### config.mk
export PLATFORM = sky130hd
export DESIGN_NAME = op_serializer_flat
export DESIGN_NICKNAME = d
export VERILOG_FILES = /design/src/rtl/op_serializer_if.sv /design/src/rtl/op_serializer.sv /design/src/flat_wrapper.sv
export SDC_FILE = /design/constraint.sdc
export NUM_CORES = 1
export LEC_CHECK = 0
export ABC_CLOCK_PERIOD_IN_PS = 2600
export CORE_MARGIN = 2
export CORE_UTILIZATION = 52
export CTS_CLUSTER_SIZE = 40
export DETAILED_ROUTE_END_ITERATION = 6
export PLACE_DENSITY = 0.79
export SETUP_SLACK_MARGIN = 0.1
export SLEW_MARGIN = 15
export SYNTH_ARGS = -nofsm -noshare
export SYNTH_HDL_FRONTEND = slang
export SYNTH_SLANG_ARGS = --single-unit
### constraint.sdc
create_clock -name clk -period 2.6 [get_ports clk]
set_clock_uncertainty 0.2 [all_clocks]
set_input_delay 0.39 -clock clk [delete_from_list [all_inputs] [get_ports clk]]
set_output_delay 0.39 -clock clk [all_outputs]
set_load 0.01 [all_outputs]
### src/rtl/op_serializer_if.sv
// Encoder-to-serializer bus: packet, valid level and the serializer's status outputs.
// The source side drives data/data_valid; the serializer drives the rest.
interface op_serializer_if #(
  parameter int WIDTH = 40
);
  logic [WIDTH-1:0] data;
  logic             data_valid;
  logic             data_ack;
  logic             sout;
  logic             busy;
  logic             frame_done;

  modport master (
    output data, data_valid,
    input  data_ack, sout, busy, frame_done
  );

  modport slave (
    input  data, data_valid,
    output data_ack, sout, busy, frame_done
  );
endinterface

### src/rtl/op_serializer.sv
// Captures an encoder packet and shifts it out MSB-first on an idle-high line,
// BIT_CYCLES clocks per bit, then holds an idle-high gap of GAP_CYCLES clocks.
//
// state | meaning
// IDLE  | line high, waiting for data_valid to capture a packet
// SHIFT | driving shreg MSB, shifting every BIT_CYCLES clocks
// GAP   | line high for GAP_CYCLES clocks before the next capture is allowed
module op_serializer #(
  parameter int WIDTH      = 40,
  parameter int BIT_CYCLES = 8,
  parameter int GAP_CYCLES = 16
) (
  input  logic           clk,
  input  logic           rst,
  op_serializer_if.slave bus
);

  localparam int MAX_CYC = (BIT_CYCLES > GAP_CYCLES) ? BIT_CYCLES : GAP_CYCLES;
  localparam int CW      = $clog2(MAX_CYC + 1);
  localparam int BW      = $clog2(WIDTH + 1);

  localparam logic [CW-1:0] BIT_TC   = CW'(BIT_CYCLES - 1);
  localparam logic [CW-1:0] GAP_TC   = CW'(GAP_CYCLES - 1);
  localparam logic [BW-1:0] LAST_BIT = BW'(WIDTH - 1);

  typedef enum logic [1:0] {
    IDLE  = 2'd0,
    SHIFT = 2'd1,
    GAP   = 2'd2
  } state_t;

  state_t           state_q;
  logic [WIDTH-1:0] shreg_q;
  logic [BW-1:0]    bit_q;
  logic [CW-1:0]    cyc_q;
  logic             sout_q;
  logic             busy_q;
  logic             ack_q;
  logic             done_q;

  always_ff @(posedge clk) begin
    if (rst) begin
      state_q <= IDLE;
      shreg_q <= '0;
      bit_q   <= '0;
      cyc_q   <= '0;
      sout_q  <= 1'b1;
      busy_q  <= 1'b0;
      ack_q   <= 1'b0;
      done_q  <= 1'b0;
    end else begin
      ack_q  <= 1'b0;
      done_q <= 1'b0;
      case (state_q)
        IDLE: begin
          if (bus.data_valid) begin
            state_q <= SHIFT;
            shreg_q <= bus.data;
            bit_q   <= '0;
            cyc_q   <= '0;
            sout_q  <= bus.data[WIDTH-1];
            busy_q  <= 1'b1;
            ack_q   <= 1'b1;
          end
        end
        SHIFT: begin
          if (cyc_q == BIT_TC) begin
            cyc_q   <= '0;
            shreg_q <= {shreg_q[WIDTH-2:0], 1'b0};
            bit_q   <= bit_q + 1'b1;
            // sout is registered, so it must take the bit that the shift exposes
            if (bit_q == LAST_BIT) begin
              state_q <= GAP;
              sout_q  <= 1'b1;
            end else begin
              sout_q  <= shreg_q[WIDTH-2];
            end
          end else begin
            cyc_q <= cyc_q + 1'b1;
          end
        end
        GAP: begin
          if (cyc_q == GAP_TC) begin
            state_q <= IDLE;
            cyc_q   <= '0;
            bit_q   <= '0;
            busy_q  <= 1'b0;
            done_q  <= 1'b1;
          end else begin
            cyc_q <= cyc_q + 1'b1;
          end
        end
        default: begin
          state_q <= IDLE;
          cyc_q   <= '0;
          bit_q   <= '0;
          sout_q  <= 1'b1;
          busy_q  <= 1'b0;
        end
      endcase
    end
  end

  assign bus.sout       = sout_q;
  assign bus.busy       = busy_q;
  assign bus.data_ack   = ack_q;
  assign bus.frame_done = done_q;

endmodule

### src/flat_wrapper.sv
// flat-port wrapper written by rule: the top's interface ports become plain ports
module op_serializer_flat 
#(
  parameter int WIDTH      = 40,
  parameter int BIT_CYCLES = 8,
  parameter int GAP_CYCLES = 16
)
  (clk, rst, bus_data, bus_data_valid, bus_data_ack, bus_sout, bus_busy, bus_frame_done);
  op_serializer_if #(.WIDTH(WIDTH)) bus_i ();
  input  logic clk;
  input  logic rst;
  input wire logic [$bits(bus_i.data)-1:0] bus_data;
  input wire logic [$bits(bus_i.data_valid)-1:0] bus_data_valid;
  output wire logic [$bits(bus_i.data_ack)-1:0] bus_data_ack;
  output wire logic [$bits(bus_i.sout)-1:0] bus_sout;
  output wire logic [$bits(bus_i.busy)-1:0] bus_busy;
  output wire logic [$bits(bus_i.frame_done)-1:0] bus_frame_done;
  assign bus_i.data = bus_data;
  assign bus_i.data_valid = bus_data_valid;
  assign bus_data_ack = bus_i.data_ack;
  assign bus_sout = bus_i.sout;
  assign bus_busy = bus_i.busy;
  assign bus_frame_done = bus_i.frame_done;
  op_serializer #(.WIDTH(WIDTH), .BIT_CYCLES(BIT_CYCLES), .GAP_CYCLES(GAP_CYCLES)) u_core (.clk(clk), .rst(rst), .bus(bus_i));
endmodule
### Yosys cells after proc, flatten, opt, wreduce, memory -nomap -nowiden

Cells that the tools add are included.

* bits in registers: 56
* input bits: 43
* output and inout bits: 4
* logic and storage cells: 56

* $add $sub $neg: 2
* equality and inequality tests: 9
* mux-type cells: 25
* bitwise gates (word level): 3
* reduce and logical (&&, ||, !) cells: 9

Operators with widths (count)
* $mux W39: 2
* $pmux W39 S2: 1
* $mux W6: 3
* $pmux W6 S3: 1
* $mux W5: 3
* $pmux W5 S3: 1
* $reduce_and A3 Y1: 4
* $mux W2: 4
* $mux W1: 7
* $add A6 B1 Y6 const B: 1
* $eq A6 B6 Y1 const B: 1
* $ne A2 B1 Y1 const B: 3
* $pmux W1 S3: 2
* $pmux W2 S3: 1
* $add A5 B1 Y5 const B: 1
* $eq A5 B3 Y1 const B: 1
* $eq A5 B4 Y1 const B: 1
* $reduce_and A4 Y1: 1
* $reduce_or A2 Y1: 2
* $not A1 Y1: 3
* $eq A2 B1 Y1 const B: 1
* $eq A2 B2 Y1 const B: 1
* $logic_not A2 Y1: 1
* $ne A2 B2 Y1 const B: 1
* $reduce_bool A2 Y1: 1

### Longest topological paths before layout

Gate-level depths: netlist (run 1).

* depth after elaboration: 4
* gate-level depth with buffers: 9
* mapped depth without buffers: 8

### Worst setup path before layout (run 1)

Ideal clock, no wire load.

* path kind: register -> register
* start: register u_core.cyc_q[0]
* end: register u_core.bit_q[0]
* setup time: 142 ps
* data arrival time: 1824 ps
* data required time: 2258 ps
* path slack: 434 ps
* stages on the path, launching flop included: 9
* path buffers: 1
* clock period less this slack: 2166 ps
* cells stage by stage: dfxtp_1 -> ha_1 -> nand3_1 -> inv_1 -> ha_1 -> and2b_1 -> buf_4 -> o31ai_1 -> nor2_1

* longest elaborated chain between the ends: 3

RTL lines
* from (decl): line op_serializer.sv:35 `logic [CW-1:0] cyc_q;`
* from (signal assigned): line op_serializer.sv:79 `cyc_q <= cyc_q + 1'b1;`
* from (signal assigned): line op_serializer.sv:90 `cyc_q <= cyc_q + 1'b1;`
* $eq A5 B4 Y1 or $eq A5 B3 Y1 (tied branches): line op_serializer.sv:83, op_serializer.sv:67
* $ne A2 B1 Y1 (no line)
* $reduce_and A3 Y1 (no line) (*)
* to (signal assigned): line op_serializer.sv:70 `bit_q <= bit_q + 1'b1;`
* to (decl): line op_serializer.sv:34 `logic [BW-1:0] bit_q;`

Every way passes the cells marked *; elsewhere a longest branch is shown, timed or not.
A chain may end at the register's enable or synchronous reset.

### Worst setup path in the final report (run 1)

* start: register u_core.cyc_q[0]
* end: register u_core.bit_q[1]

Same word-level chain as after synthesis.

==> flow_results.xml, run 1 <==
<?xml version="1.0" encoding="UTF-8"?>
<metrics>
  <group name="clock_network">
    <metric name="cts_made_buffers" unit="">5</metric>
    <metric name="worst_setup_hold_path_clk_slew" unit="ps">100</metric>
    <metric name="cts_repair_resize_count" unit="">0</metric>
    <metric name="cts.path.max_buffers" unit="">2</metric>
    <metric name="tritoncts_clock_tree" unit="">done</metric>
    <metric name="post-cts-setup-buffer-count" unit="">0</metric>
    <metric name="clk_root_buffer_cell" unit="">sky130_fd_sc_hd__clkbuf_8</metric>
    <metric name="post_cts_hold_buffer_count" unit="">0</metric>
    <metric name="clkSinkCount" unit="">56</metric>
    <metric name="cts_max_level" unit="">2</metric>
    <metric name="clkLatencyLatePin" unit="ps">310</metric>
  </group>
  <group name="layout">
    <metric name="fin_util" unit="%">66.1</metric>
    <metric name="drive_above_1_share" unit="%">6.94</metric>
    <metric name="final_net_count" unit="">366</metric>
    <metric name="antenna_cells" unit="">0</metric>
    <metric name="synth_to_layout_area_growth" unit="%">24.4</metric>
  </group>
  <group name="pwr">
    <metric name="ir_worst_vdd" unit="mV">0.607</metric>
    <metric name="pwr-share-seq" unit="%">37.6</metric>
    <metric name="power_density_cells" unit="nW/µm²">1130</metric>
    <metric name="comb_power_share" unit="%">41.8</metric>
    <metric name="swShare" unit="%">36.2</metric>
    <metric name="p_leak" unit="µW">0.00119</metric>
    <metric name="switching_power" unit="µW">1350</metric>
    <metric name="internal_power" unit="µW">2380</metric>
    <metric name="clkPwrFrac" unit="%">20.7</metric>
  </group>
  <group name="drt">
    <metric name="vias" unit="">2120</metric>
    <metric name="avgRoutedWirePerCell" unit="µm">13.6</metric>
    <metric name="routed_wirelength" unit="mm">5.27</metric>
    <metric name="route.antenna.remaining_nets" unit="">0</metric>
    <metric name="detailedRoute.firstPassIterationCount" unit="">4</metric>
    <metric name="drcViolationCount" unit="">0</metric>
    <metric name="viasPerCell" unit="">5.48</metric>
    <metric name="initialDrtViolationCount" unit="">99</metric>
  </group>
  <group name="global_routing">
    <metric name="grt_overflow" unit="">0</metric>
    <metric name="largest_net_degree_at_the_start_of_global_routing" unit="">79</metric>
    <metric name="grt_antenna_before_repair" unit="">0</metric>
    <metric name="globalRouteTotalUtil" unit="%">19.2</metric>
    <metric name="vias_in_the_first_global_route" unit="">1923</metric>
    <metric name="wire_length_of_the_first_global_routing_pass" unit="mm">8.48</metric>
  </group>
  <group name="critical_path">
    <metric name="criticalPathCategory" unit="">reg -&gt; reg</metric>
    <metric name="critical_path_required" unit="ps">2610</metric>
    <metric name="timing.critical_path.to_type" unit="">flop</metric>
    <metric name="sequence_of_cells_on_the_critical_path" unit="">ha_1 &gt; nand3_1 &gt; inv_1 &gt; ha_1 &gt; and2b_1 &gt; a211oi_1 &gt; mux2i_1 &gt; nor2_1</metric>
    <metric name="critical_path_peak_fanout" unit="">8</metric>
    <metric name="cpMostUsedCell" unit="">sky130_fd_sc_hd__ha_1</metric>
    <metric name="worst_ep_arrival_time" unit="ps">2270</metric>
    <metric name="slowest_delay" unit="ps">440</metric>
    <metric name="crit_slowest_cell" unit="">sky130_fd_sc_hd__a211oi_1</metric>
    <metric name="setup.worst_path.start_class" unit="">flop</metric>
  </group>
  <group name="worst_hold_path">
    <metric name="worst_hold_path_type" unit="">reg -&gt; reg</metric>
  </group>
  <group name="logic_synthesis">
    <metric name="ys.warnings.count" unit="">0</metric>
    <metric name="dominantRegCellSynth" unit="">sky130_fd_sc_hd__dfxtp_1</metric>
    <metric name="synth_seq_area_share" unit="%">42.1</metric>
    <metric name="synth_cell_type_count" unit="">40</metric>
    <metric name="syn-instance-count" unit="">278</metric>
    <metric name="synth_area_per_cell" unit="µm²">9.57</metric>
    <metric name="syn-cell-area" unit="µm²">2660</metric>
    <metric name="asyncSetResetFlopFracSynth" unit="%">0</metric>
    <metric name="synth-edff-count" unit="">0</metric>
    <metric name="synth_seq_cells" unit="">56</metric>
    <metric name="synth.net_count" unit="">328</metric>
  </group>
  <group name="floorplanning">
    <metric name="initial_utilization" unit="%">53.1</metric>
    <metric name="num_rows" unit="">26</metric>
    <metric name="chipWidth" unit="µm">75.5</metric>
    <metric name="full_die_area" unit="µm²">5710</metric>
    <metric name="die_height" unit="µm">75.5</metric>
    <metric name="design.core.area" unit="µm²">5010</metric>
    <metric name="io_pins" unit="">47</metric>
  </group>
  <group name="sta">
    <metric name="worst_slew_pin_slew" unit="ps">633</metric>
    <metric name="period_share" unit="%">87.0</metric>
    <metric name="timing.slew.headroom" unit="%">57.7</metric>
    <metric name="clock.fmax" unit="MHz">442</metric>
    <metric name="fin_setup_tns" unit="ps">0</metric>
    <metric name="finalHoldViolCount" unit="">0</metric>
    <metric name="rsz0062_at_grt" unit="">false</metric>
    <metric name="worst_hold_slack" unit="ps">260</metric>
    <metric name="drv_slew" unit="">0</metric>
    <metric name="setup_violating_endpoint_count_in_the_final_report" unit="">0</metric>
    <metric name="post-route-min-period" unit="ps">2260</metric>
    <metric name="postLayoutSetupSlackWorst" unit="ps">337</metric>
  </group>
  <group name="placement">
    <metric name="placed_wire_length_estimate" unit="mm">3.65</metric>
    <metric name="io_buffer_count" unit="">46</metric>
    <metric name="worst_slack_placed" unit="ps">288</metric>
    <metric name="gp_congestion" unit="">0.898</metric>
  </group>
  <group name="outcome">
    <metric name="run_status" unit="">completed</metric>
  </group>
  <group name="flow_run">
    <metric name="max_cap_viol_count" unit="">0</metric>
  </group>
</metrics>
## placed cells by master (no fill, tap or decap), types with 2 or more instances in the layout
master / netlist / layout
sky130_fd_sc_hd__nand3_1: 5 / 5
sky130_fd_sc_hd__clkdlybuf4s50_1: 0 / 46
sky130_fd_sc_hd__clkbuf_8: 0 / 5
sky130_fd_sc_hd__o31ai_1: 5 / 5
sky130_fd_sc_hd__nor3_1: 3 / 3
sky130_fd_sc_hd__buf_4: 6 / 5
sky130_fd_sc_hd__bufinv_16: 0 / 3
sky130_fd_sc_hd__mux2i_1: 40 / 40
sky130_fd_sc_hd__ha_1: 7 / 6
sky130_fd_sc_hd__a211oi_1: 39 / 39
sky130_fd_sc_hd__inv_1: 5 / 5
sky130_fd_sc_hd__nand2_1: 7 / 7
sky130_fd_sc_hd__o2111ai_1: 2 / 2
sky130_fd_sc_hd__o21ai_0: 3 / 3
sky130_fd_sc_hd__nor2_1: 44 / 44
sky130_fd_sc_hd__a21oi_1: 12 / 12
sky130_fd_sc_hd__or4_1: 2 / 2
sky130_fd_sc_hd__and3_1: 2 / 2
sky130_fd_sc_hd__nor2b_1: 2 / 2
sky130_fd_sc_hd__nand4_1: 4 / 4
sky130_fd_sc_hd__dfxtp_1: 56 / 56
## worst max-delay path: cells and delay by family, from the launching register on
| kind | cells | cell delay (ps) |
|---|---|---|
| mux | 1 | 250 |
| compound gates | 1 | 440 |
| simple gates | 3 | 450 |
| fa+ha+maj | 2 | 360 |
| buf+inv | 1 | 80 |
| flops | 1 | 380 |
## cell families after synthesis
group	synth area share, %
AOI/OAI and AO/OA	18.9
xor gates and xnor gates	0.658
adders and majority gates	3.29
buffers and inverters	5.27
DFF	42.1
muxes	15.0
and+or+nand+nor	14.8
## sequential cells by signal, indices dropped and copies added (netlist names)
name / flops
u_core.cyc_q: 5
u_core.bus.data_ack: 1
u_core.shreg_q: 39
u_core.state_q: 2
u_core.bus.busy: 1
u_core.bus.frame_done: 1
u_core.bit_q: 6
u_core.bus.sout: 1
## power by group through the flow
stage,Combinational (µW),Clock [µW],Sequential (µW)
2_1_floorplan,1290,0,1380
3_3_place_gp,1500,0,1410
3_5_place_dp,1550,0,1420
4_1_cts,1560,778,1400
5_1_grt,1730,811,1440
6_report,1560,770,1400
## area by class of cell
cell class	instances	area, µm²
Inverter	6	22.5
Timing Repair Buffer	52	518
Sequential cell	56	1120
Tap cell	70	87.6
Multi-Input combinational cell	195	1400
Fill cell	425	1700
Clock inverter	3	90.1
Clock buffer	5	68.8
## cells in the mapped netlist (all sizes together), types with 2 or more instances
cell type | number | share of area, %
a211oi | 40 | 12
a21oi | 12 | 2.3
and3 | 2 | 0.47
buf | 14 | 3.4
clkbuf | 7 | 0.99
dfxtp | 56 | 42
ha | 7 | 3.3
inv | 5 | 0.71
mux2i | 40 | 15
nand2 | 7 | 0.99
nand3 | 5 | 0.94
nand4 | 4 | 0.94
nor2 | 44 | 6.2
nor2b | 2 | 0.47
nor3 | 3 | 0.56
o2111ai | 2 | 0.66
o21ai | 5 | 1.4
o31ai | 5 | 1.4
or2b | 2 | 0.61
or3 | 2 | 0.52
or4 | 2 | 0.56
## layer usage
| layer | GRT usage [%] | wire length, µm | share of wire [%] | vias up |
|---|---|---|---|---|
| li1 | - | - | - | 1095 |
| met4 | 4.68 | 52 | 0.99 | 0 |
| met1 | 25.6 | 2540 | 48 | 984 |
| met3 | 4.50 | 198 | 3.8 | 5 |
| met2 | 31.6 | 2480 | 47 | 36 |
| met5 | 0 | 0 | 0 | - |
## worst paths after layout
kind	startpoint	end	slack, ps	cells past startpoint
max reg2reg	u_core.cyc_q[0]$_SDFFE_PP0P_	u_core.bit_q[1]$_SDFFE_PP0P_	340	8
max	u_core.cyc_q[0]$_SDFFE_PP0P_	u_core.bit_q[1]$_SDFFE_PP0P_	340	8
min	u_core.shreg_q[0]$_SDFFE_PP0P_	u_core.shreg_q[0]$_SDFFE_PP0P_	260	2
min reg2reg	u_core.shreg_q[0]$_SDFFE_PP0P_	u_core.shreg_q[0]$_SDFFE_PP0P_	260	2
## stage by stage
stage | cells | area, µm² | power (µW)
floorplan | 278 | 2660 | 2670
global placement | 379 | 3150 | 2900
detailed placement | 379 | 3150 | 2970
CTS | 387 | 3310 | 3730
global route | 387 | 3310 | 3980
finish | 387 | 3310 | 3730
No activity file was read; power rests on OpenSTA's default activity.
==> run 2: changes to the inputs <==
--- a/config.mk
+++ b/config.mk
@@ -6,13 +6,12 @@
 export NUM_CORES = 1
 export LEC_CHECK = 0
 export ABC_CLOCK_PERIOD_IN_PS = 2600
-export CORE_MARGIN = 2
 export CORE_UTILIZATION = 52
 export CTS_CLUSTER_SIZE = 40
 export DETAILED_ROUTE_END_ITERATION = 6
+export GPL_ROUTABILITY_DRIVEN = 0
 export PLACE_DENSITY = 0.79
 export SETUP_SLACK_MARGIN = 0.1
-export SLEW_MARGIN = 15
 export SYNTH_ARGS = -nofsm -noshare
 export SYNTH_HDL_FRONTEND = slang
 export SYNTH_SLANG_ARGS = --single-unit
==> flow_results.xml, run 2 (synthesized netlist as in run 1, its figures left out) <==
<?xml version="1.0" encoding="UTF-8"?>
<metrics>
  <group name="sta">
    <metric name="post-route-min-period" unit="ps">2260</metric>
    <metric name="period_share" unit="%">87.0</metric>
    <metric name="drv_slew" unit="">0</metric>
    <metric name="rsz0062_at_grt" unit="">false</metric>
    <metric name="clock.fmax" unit="MHz">442</metric>
    <metric name="worst_slew_pin_slew" unit="ps">683</metric>
    <metric name="timing.slew.headroom" unit="%">54.4</metric>
    <metric name="finalHoldViolCount" unit="">0</metric>
    <metric name="setup_violating_endpoint_count_in_the_final_report" unit="">0</metric>
    <metric name="fin_setup_tns" unit="ps">0</metric>
  </group>
  <group name="outcome">
    <metric name="run_status" unit="">completed</metric>
  </group>
  <group name="placement">
    <metric name="io_buffer_count" unit="">46</metric>
    <metric name="placed_cell_count" unit="">376</metric>
    <metric name="placed_wire_length_estimate" unit="mm">3.62</metric>
  </group>
  <group name="pwr">
    <metric name="post-layout-total-power" unit="µW">3430</metric>
    <metric name="p_leak" unit="µW">0.00115</metric>
    <metric name="ir_worst_vdd" unit="mV">0.619</metric>
    <metric name="power_density_cells" unit="nW/µm²">1060</metric>
  </group>
  <group name="critical_path">
    <metric name="slowest_delay" unit="ps">380</metric>
    <metric name="critical_path_peak_fanout" unit="">77</metric>
    <metric name="timing.critical_path.to_type" unit="">flop</metric>
    <metric name="sequence_of_cells_on_the_critical_path" unit="">inv_1 &gt; ha_1 &gt; nor2b_1 &gt; a211oi_4 &gt; buf_12 &gt; nor2_1 &gt; a211oi_1</metric>
    <metric name="criticalPathCategory" unit="">reg -&gt; reg</metric>
    <metric name="worst_ep_arrival_time" unit="ps">2290</metric>
    <metric name="crit_slowest_cell" unit="">sky130_fd_sc_hd__dfxtp_1</metric>
    <metric name="critical_path_required" unit="ps">2630</metric>
    <metric name="reg2reg_from" unit="">u_core.state_q[0]$_SDFFE_PP0P_</metric>
    <metric name="setup.worst_path.start_class" unit="">flop</metric>
    <metric name="crit_path_start" unit="">u_core.state_q[0]$_SDFFE_PP0P_</metric>
  </group>
  <group name="worst_hold_path">
    <metric name="worst_hold_path_type" unit="">in -&gt; reg</metric>
    <metric name="hold_start" unit="">rst</metric>
  </group>
  <group name="floorplanning">
    <metric name="chipWidth" unit="µm">73.5</metric>
    <metric name="full_die_area" unit="µm²">5410</metric>
    <metric name="die_height" unit="µm">73.5</metric>
    <metric name="design.core.area" unit="µm²">4820</metric>
    <metric name="num_rows" unit="">25</metric>
    <metric name="io_pins" unit="">47</metric>
    <metric name="initial_utilization" unit="%">55.2</metric>
  </group>
  <group name="drt">
    <metric name="detailedRoute.firstPassIterationCount" unit="">4</metric>
    <metric name="route.antenna.remaining_nets" unit="">0</metric>
    <metric name="avgRoutedWirePerCell" unit="µm">13.6</metric>
    <metric name="viasPerCell" unit="">5.58</metric>
    <metric name="routed_wirelength" unit="mm">5.23</metric>
    <metric name="vias" unit="">2141</metric>
    <metric name="drcViolationCount" unit="">0</metric>
    <metric name="initialDrtViolationCount" unit="">89</metric>
  </group>
  <group name="layout">
    <metric name="largest_register_ffs" unit="">39</metric>
    <metric name="synth_to_layout_area_growth" unit="%">21.4</metric>
    <metric name="antenna_cells" unit="">0</metric>
    <metric name="layout.cells.non_filler" unit="">384</metric>
    <metric name="layout_commonest_cell" unit="">sky130_fd_sc_hd__dfxtp_1</metric>
    <metric name="drive_above_1_share" unit="%">6.94</metric>
    <metric name="final_net_count" unit="">366</metric>
    <metric name="layout.cells.most_common_list" unit="">56 x sky130_fd_sc_hd__dfxtp_1, 45 x sky130_fd_sc_hd__clkdlybuf4s50_1, 44 x sky130_fd_sc_hd__nor2_1</metric>
    <metric name="layout_top_registers" unit="">u_core.shreg_q: 39 flops, u_core.bit_q: 6 flops, u_core.cyc_q: 5 flops</metric>
    <metric name="largest-register" unit="">u_core.shreg_q</metric>
  </group>
  <group name="global_routing">
    <metric name="largest_net_degree_at_the_start_of_global_routing" unit="">78</metric>
    <metric name="vias_in_the_first_global_route" unit="">1891</metric>
    <metric name="grt_overflow" unit="">0</metric>
    <metric name="grt_antenna_before_repair" unit="">0</metric>
    <metric name="wire_length_of_the_first_global_routing_pass" unit="mm">8.60</metric>
    <metric name="globalRouteTotalUtil" unit="%">20.7</metric>
  </group>
  <group name="clock_network">
    <metric name="tritoncts_clock_tree" unit="">done</metric>
    <metric name="cts_made_buffers" unit="">5</metric>
    <metric name="cts_repair_resize_count" unit="">0</metric>
    <metric name="worst_setup_hold_path_clk_slew" unit="ps">100</metric>
    <metric name="clkLatencyLatePin" unit="ps">310</metric>
    <metric name="clk_root_buffer_cell" unit="">sky130_fd_sc_hd__clkbuf_8</metric>
    <metric name="clkSinkCount" unit="">56</metric>
    <metric name="post_cts_hold_buffer_count" unit="">0</metric>
    <metric name="cts.path.max_buffers" unit="">2</metric>
    <metric name="post-cts-setup-buffer-count" unit="">0</metric>
    <metric name="cts_max_level" unit="">2</metric>
  </group>
  <group name="flow_run">
    <metric name="max_cap_viol_count" unit="">0</metric>
  </group>
</metrics>
-- run 2: cell count changes in the layout (fill, tap and decap cells not counted), sizes merged --
| cell | change |
|---|---|
| buf | +1 |
| bufinv | -3 |
| clkbuf | +1 |
| clkinv | +1 |
| clkdlybuf4s50 | -1 |
| clkinvlp | +1 |
-- run 2: area by class of cell --
class | instances | area [µm²]
clock buffer | 6 | 72.6
fill | 414 | 1590
sequential | 56 | 1120
tap | 67 | 83.8
inverter | 6 | 22.5
multi-input combinational | 195 | 1400
timing repair buffer | 52 | 513
clock inverter | 2 | 16.3
-- run 2: layer usage --
metal,vias to the layer above,track usage (%),part of all wire (%)
li1,1094,-,-
met2,53,32.3,46
met1,988,28.2,48
met4,0,7.05,1.2
met5,-,0,0
met3,6,4.53,5.2
-- run 2: where the power goes --
group	internal (µW)	switching (µW)	leakage (µW)	total [µW]
logic	685	870	0.000647	1550
registers	1220	182	0.000462	1400
clock network	192	282	0.0000414	474
-- run 2: per-stage QoR --
step,util [%],setup slack (ps),hold WS (ps),area (µm²)
floorplan,-,434,228,2660
global placement,65.2,378,244,3140
detailed placement,65.2,257,259,3140
CTS,67.1,361,144,3230
global route,67.1,167,160,3230
finish,67.1,338,154,3230
-- run 2: worst max-delay path, delay by kind of cell, from the launching register on --
kind,cells,cell delay (ps)
AO/OA/AOI/OAI,2,560
adder cells (fa/ha/maj),1,270
buffers and inverters,2,390
flip-flops,1,380
AND/OR/NAND/NOR,2,360
-- run 2: final timing paths --
kind	to	slack [ps]	cells past startpoint
setup reg to reg	u_core.shreg_q[31]$_SDFFE_PP0P_	340	7
setup / recovery	u_core.shreg_q[31]$_SDFFE_PP0P_	340	7
hold reg to reg	u_core.shreg_q[0]$_SDFFE_PP0P_	270	2
hold / removal	u_core.cyc_q[0]$_SDFFE_PP0P_	150	2
==> run 3: changes to the inputs <==
--- a/config.mk
+++ b/config.mk
@@ -5,7 +5,6 @@
 export SDC_FILE = /design/constraint.sdc
 export NUM_CORES = 1
 export LEC_CHECK = 0
-export ABC_CLOCK_PERIOD_IN_PS = 2600
 export CORE_UTILIZATION = 52
 export CTS_CLUSTER_SIZE = 40
 export DETAILED_ROUTE_END_ITERATION = 6
==> constraint.sdc (replaced) <==
create_clock -name clk -period 2.1 [get_ports clk]
set_clock_uncertainty 0.2 [all_clocks]
set_input_delay 0.315 -clock clk [delete_from_list [all_inputs] [get_ports clk]]
set_output_delay 0.315 -clock clk [all_outputs]
set_load 0.01 [all_outputs]
==> flow_results.xml, run 3 (synthesized netlist as in run 1, its figures left out) <==
<?xml version="1.0" encoding="UTF-8"?>
<metrics>
  <group name="outcome">
    <metric name="run_status" unit="">completed</metric>
  </group>
  <group name="critical_path">
    <metric name="critical_path_required" unit="ps">2110</metric>
    <metric name="worst-r2r-setup-slack" unit="ps">50</metric>
    <metric name="critical_path_peak_fanout" unit="">10</metric>
    <metric name="reg2reg_from" unit="">u_core.state_q[1]$_SDFFE_PP0P_</metric>
    <metric name="worst_ep_arrival_time" unit="ps">2060</metric>
    <metric name="slowest_delay" unit="ps">370</metric>
    <metric name="timing.critical_path.to_type" unit="">flop</metric>
    <metric name="setup.worst_path.start_class" unit="">flop</metric>
    <metric name="worst_r2r_path_depth" unit="">8</metric>
    <metric name="crit_slowest_cell" unit="">sky130_fd_sc_hd__dfxtp_1</metric>
    <metric name="critical_path.top_delay_family" unit="">compound AO/OA/AOI/OAI gates</metric>
    <metric name="criticalPathCategory" unit="">reg -&gt; reg</metric>
    <metric name="regToRegEndpoint" unit="">u_core.shreg_q[37]$_SDFFE_PP0P_</metric>
    <metric name="worstPathBufferInverterCount" unit="">4</metric>
    <metric name="sequence_of_cells_on_the_critical_path" unit="">inv_2 &gt; ha_4 &gt; buf_12 &gt; a211oi_4 &gt; buf_4 &gt; clkbuf_16 &gt; nor2_1 &gt; a211oi_1</metric>
    <metric name="crit_path_start" unit="">u_core.state_q[1]$_SDFFE_PP0P_</metric>
  </group>
  <group name="drt">
    <metric name="avgRoutedWirePerCell" unit="µm">16.5</metric>
    <metric name="vias" unit="">2354</metric>
    <metric name="route.antenna.remaining_nets" unit="">0</metric>
    <metric name="initialDrtViolationCount" unit="">114</metric>
    <metric name="routed_wirelength" unit="mm">6.67</metric>
    <metric name="drcViolationCount" unit="">0</metric>
    <metric name="viasPerCell" unit="">5.81</metric>
    <metric name="detailedRoute.firstPassIterationCount" unit="">4</metric>
  </group>
  <group name="worst_hold_path">
    <metric name="worst_hold_path_type" unit="">in -&gt; reg</metric>
    <metric name="min_delay_path_depth" unit="">2</metric>
    <metric name="hold_path_end" unit="">u_core.cyc_q[1]$_SDFFE_PP0P_</metric>
    <metric name="hold_start" unit="">rst</metric>
  </group>
  <group name="layout">
    <metric name="largest_register_ffs" unit="">39</metric>
    <metric name="multi_input_gate_area_in_the_final_layout" unit="µm²">1540</metric>
    <metric name="layout_commonest_cell" unit="">sky130_fd_sc_hd__dfxtp_1</metric>
    <metric name="final_net_count" unit="">388</metric>
    <metric name="antenna_cells" unit="">0</metric>
    <metric name="layout.cells.most_common_list" unit="">53 x sky130_fd_sc_hd__dfxtp_1, 45 x sky130_fd_sc_hd__clkdlybuf4s50_1, 44 x sky130_fd_sc_hd__nor2_1</metric>
    <metric name="largest-register" unit="">u_core.shreg_q</metric>
    <metric name="layout_top_registers" unit="">u_core.shreg_q: 39 flops, u_core.bit_q: 6 flops, u_core.cyc_q: 5 flops</metric>
    <metric name="layout.cells.non_filler" unit="">405</metric>
    <metric name="drive_above_1_share" unit="%">20.4</metric>
    <metric name="synth_to_layout_area_growth" unit="%">36.6</metric>
    <metric name="sequential_cell_area" unit="µm²">1120</metric>
    <metric name="fill_cells" unit="">344</metric>
  </group>
  <group name="clock_network">
    <metric name="clk_root_buffer_cell" unit="">sky130_fd_sc_hd__clkbuf_8</metric>
    <metric name="tritoncts_clock_tree" unit="">done</metric>
    <metric name="cts_max_level" unit="">2</metric>
    <metric name="cts_made_buffers" unit="">5</metric>
    <metric name="clkLatencyLatePin" unit="ps">300</metric>
    <metric name="cts.path.max_buffers" unit="">2</metric>
    <metric name="worst_setup_hold_path_clk_slew" unit="ps">100</metric>
    <metric name="clkSinkCount" unit="">56</metric>
  </group>
  <group name="global_routing">
    <metric name="largest_net_degree_at_the_start_of_global_routing" unit="">40</metric>
    <metric name="grt_antenna_before_repair" unit="">0</metric>
    <metric name="wire_length_of_the_first_global_routing_pass" unit="mm">9.55</metric>
    <metric name="grt_overflow" unit="">0</metric>
    <metric name="globalRouteTotalUtil" unit="%">23.1</metric>
    <metric name="vias_in_the_first_global_route" unit="">2044</metric>
  </group>
  <group name="sta">
    <metric name="period_share" unit="%">97.8</metric>
    <metric name="timing.slew.headroom" unit="%">79.4</metric>
    <metric name="setup_violating_endpoint_count_in_the_final_report" unit="">0</metric>
    <metric name="post-route-min-period" unit="ps">2050</metric>
    <metric name="rsz0062_at_grt" unit="">true</metric>
    <metric name="drv_slew" unit="">0</metric>
    <metric name="finalHoldViolCount" unit="">0</metric>
    <metric name="clock.fmax" unit="MHz">487</metric>
    <metric name="worst_slew_pin_slew" unit="ps">307</metric>
  </group>
  <group name="floorplanning">
    <metric name="die_height" unit="µm">73.5</metric>
    <metric name="design.core.area" unit="µm²">4820</metric>
    <metric name="full_die_area" unit="µm²">5410</metric>
    <metric name="num_rows" unit="">25</metric>
    <metric name="io_pins" unit="">47</metric>
    <metric name="chipWidth" unit="µm">73.5</metric>
    <metric name="initial_utilization" unit="%">55.2</metric>
  </group>
  <group name="placement">
    <metric name="io_buffer_count" unit="">46</metric>
    <metric name="placed_cell_count" unit="">382</metric>
    <metric name="placed_wire_length_estimate" unit="mm">3.68</metric>
  </group>
  <group name="pwr">
    <metric name="swShare" unit="%">39.2</metric>
    <metric name="switching_power" unit="µW">2020</metric>
    <metric name="internal_power" unit="µW">3130</metric>
    <metric name="post-layout-total-power" unit="µW">5150</metric>
    <metric name="ir_worst_vdd" unit="mV">0.720</metric>
    <metric name="comb_power_share" unit="%">55.0</metric>
    <metric name="power_density_cells" unit="nW/µm²">1420</metric>
    <metric name="clkPwrFrac" unit="%">11.0</metric>
    <metric name="pwr-share-seq" unit="%">34.0</metric>
    <metric name="p_leak" unit="µW">0.00131</metric>
  </group>
  <group name="flow_run">
    <metric name="max_cap_viol_count" unit="">0</metric>
  </group>
</metrics>
==> run 3: worst reg2reg max path, cell delays in order (launching register included) <==
cell and delay, ps:
sky130_fd_sc_hd__dfxtp_1 370, sky130_fd_sc_hd__inv_2 80, sky130_fd_sc_hd__ha_4 190, sky130_fd_sc_hd__buf_12 130, sky130_fd_sc_hd__a211oi_4 320, sky130_fd_sc_hd__buf_4 190, sky130_fd_sc_hd__clkbuf_16 150, sky130_fd_sc_hd__nor2_1 60
sky130_fd_sc_hd__a211oi_1 260
==> run 3: cell type report <==
cell class              instances  area share (%)
clock inverters                 1           0.138
repair buffers                 74            21.5
clock buffers                   6            2.00
inverters                       6           0.688
multi-input cells             195            42.4
well taps                      67            2.31
flip-flops and latches         56            30.9
==> run 3: power groups by stage <==
stage	sequential (µW)	clock (µW)	combinational [µW]
after floorplan	1710	0	1610
after global placement	1730	0	1940
after detailed placement	1750	0	2000
after CTS	1740	576	2340
after global routing	1790	609	3050
final	1750	565	2830
==> run 3: through the flow <==
stage          utilization (%)  setup TNS [ps]  instance area (µm²)  hold slack (ps)  setup slack (ps)
2_1_floorplan                -               0                 2690              228               124
3_3_place_gp              67.0               0                 3230              260              44.3
3_5_place_dp              67.0           -14.2                 3230              264             -10.2
4_1_cts                   70.8               0                 3410              158               121
5_1_grt                   75.5           -13.2                 3640              155             -13.2
6_report                  75.5               0                 3640              164              46.8
==> run 3: how the worst max path moves through the flow <==
| stage | end | slack [ps] | cells past startpoint |
|---|---|---|---|
| after floorplan | u_core.shreg_q[22]$_SDFFE_PP0P_ | 120 | 8 |
| after global placement | u_core.shreg_q[18]$_SDFFE_PP0P_ | 40 | 6 |
| after detailed placement | u_core.shreg_q[3]$_SDFFE_PP0P_ | -10 | 6 |
| after CTS | u_core.shreg_q[10]$_SDFFE_PP0P_ | 120 | 8 |
| after global routing | u_core.shreg_q[37]$_SDFFE_PP0P_ | -10 | 8 |
| final | u_core.shreg_q[37]$_SDFFE_PP0P_ | 50 | 8 |
==> run 3: repair_timing <==
item	4_1_cts	5_1_grt
setup endpoints to repair	42	44
cloned	2	2
resized for setup	8	22
hold buffers	0	0
pin swaps	3	17
setup buffers	4	8
==> run 3: metal layers <==
metal / up-vias / GRT usage, % / share of wire, %
li1: 1140 / - / -
met1: 1126 / 32.1 / 45
met2: 77 / 35.6 / 48
met3: 11 / 4.66 / 5.4
met4: 0 / 7.91 / 1.6
met5: - / 0 / 0
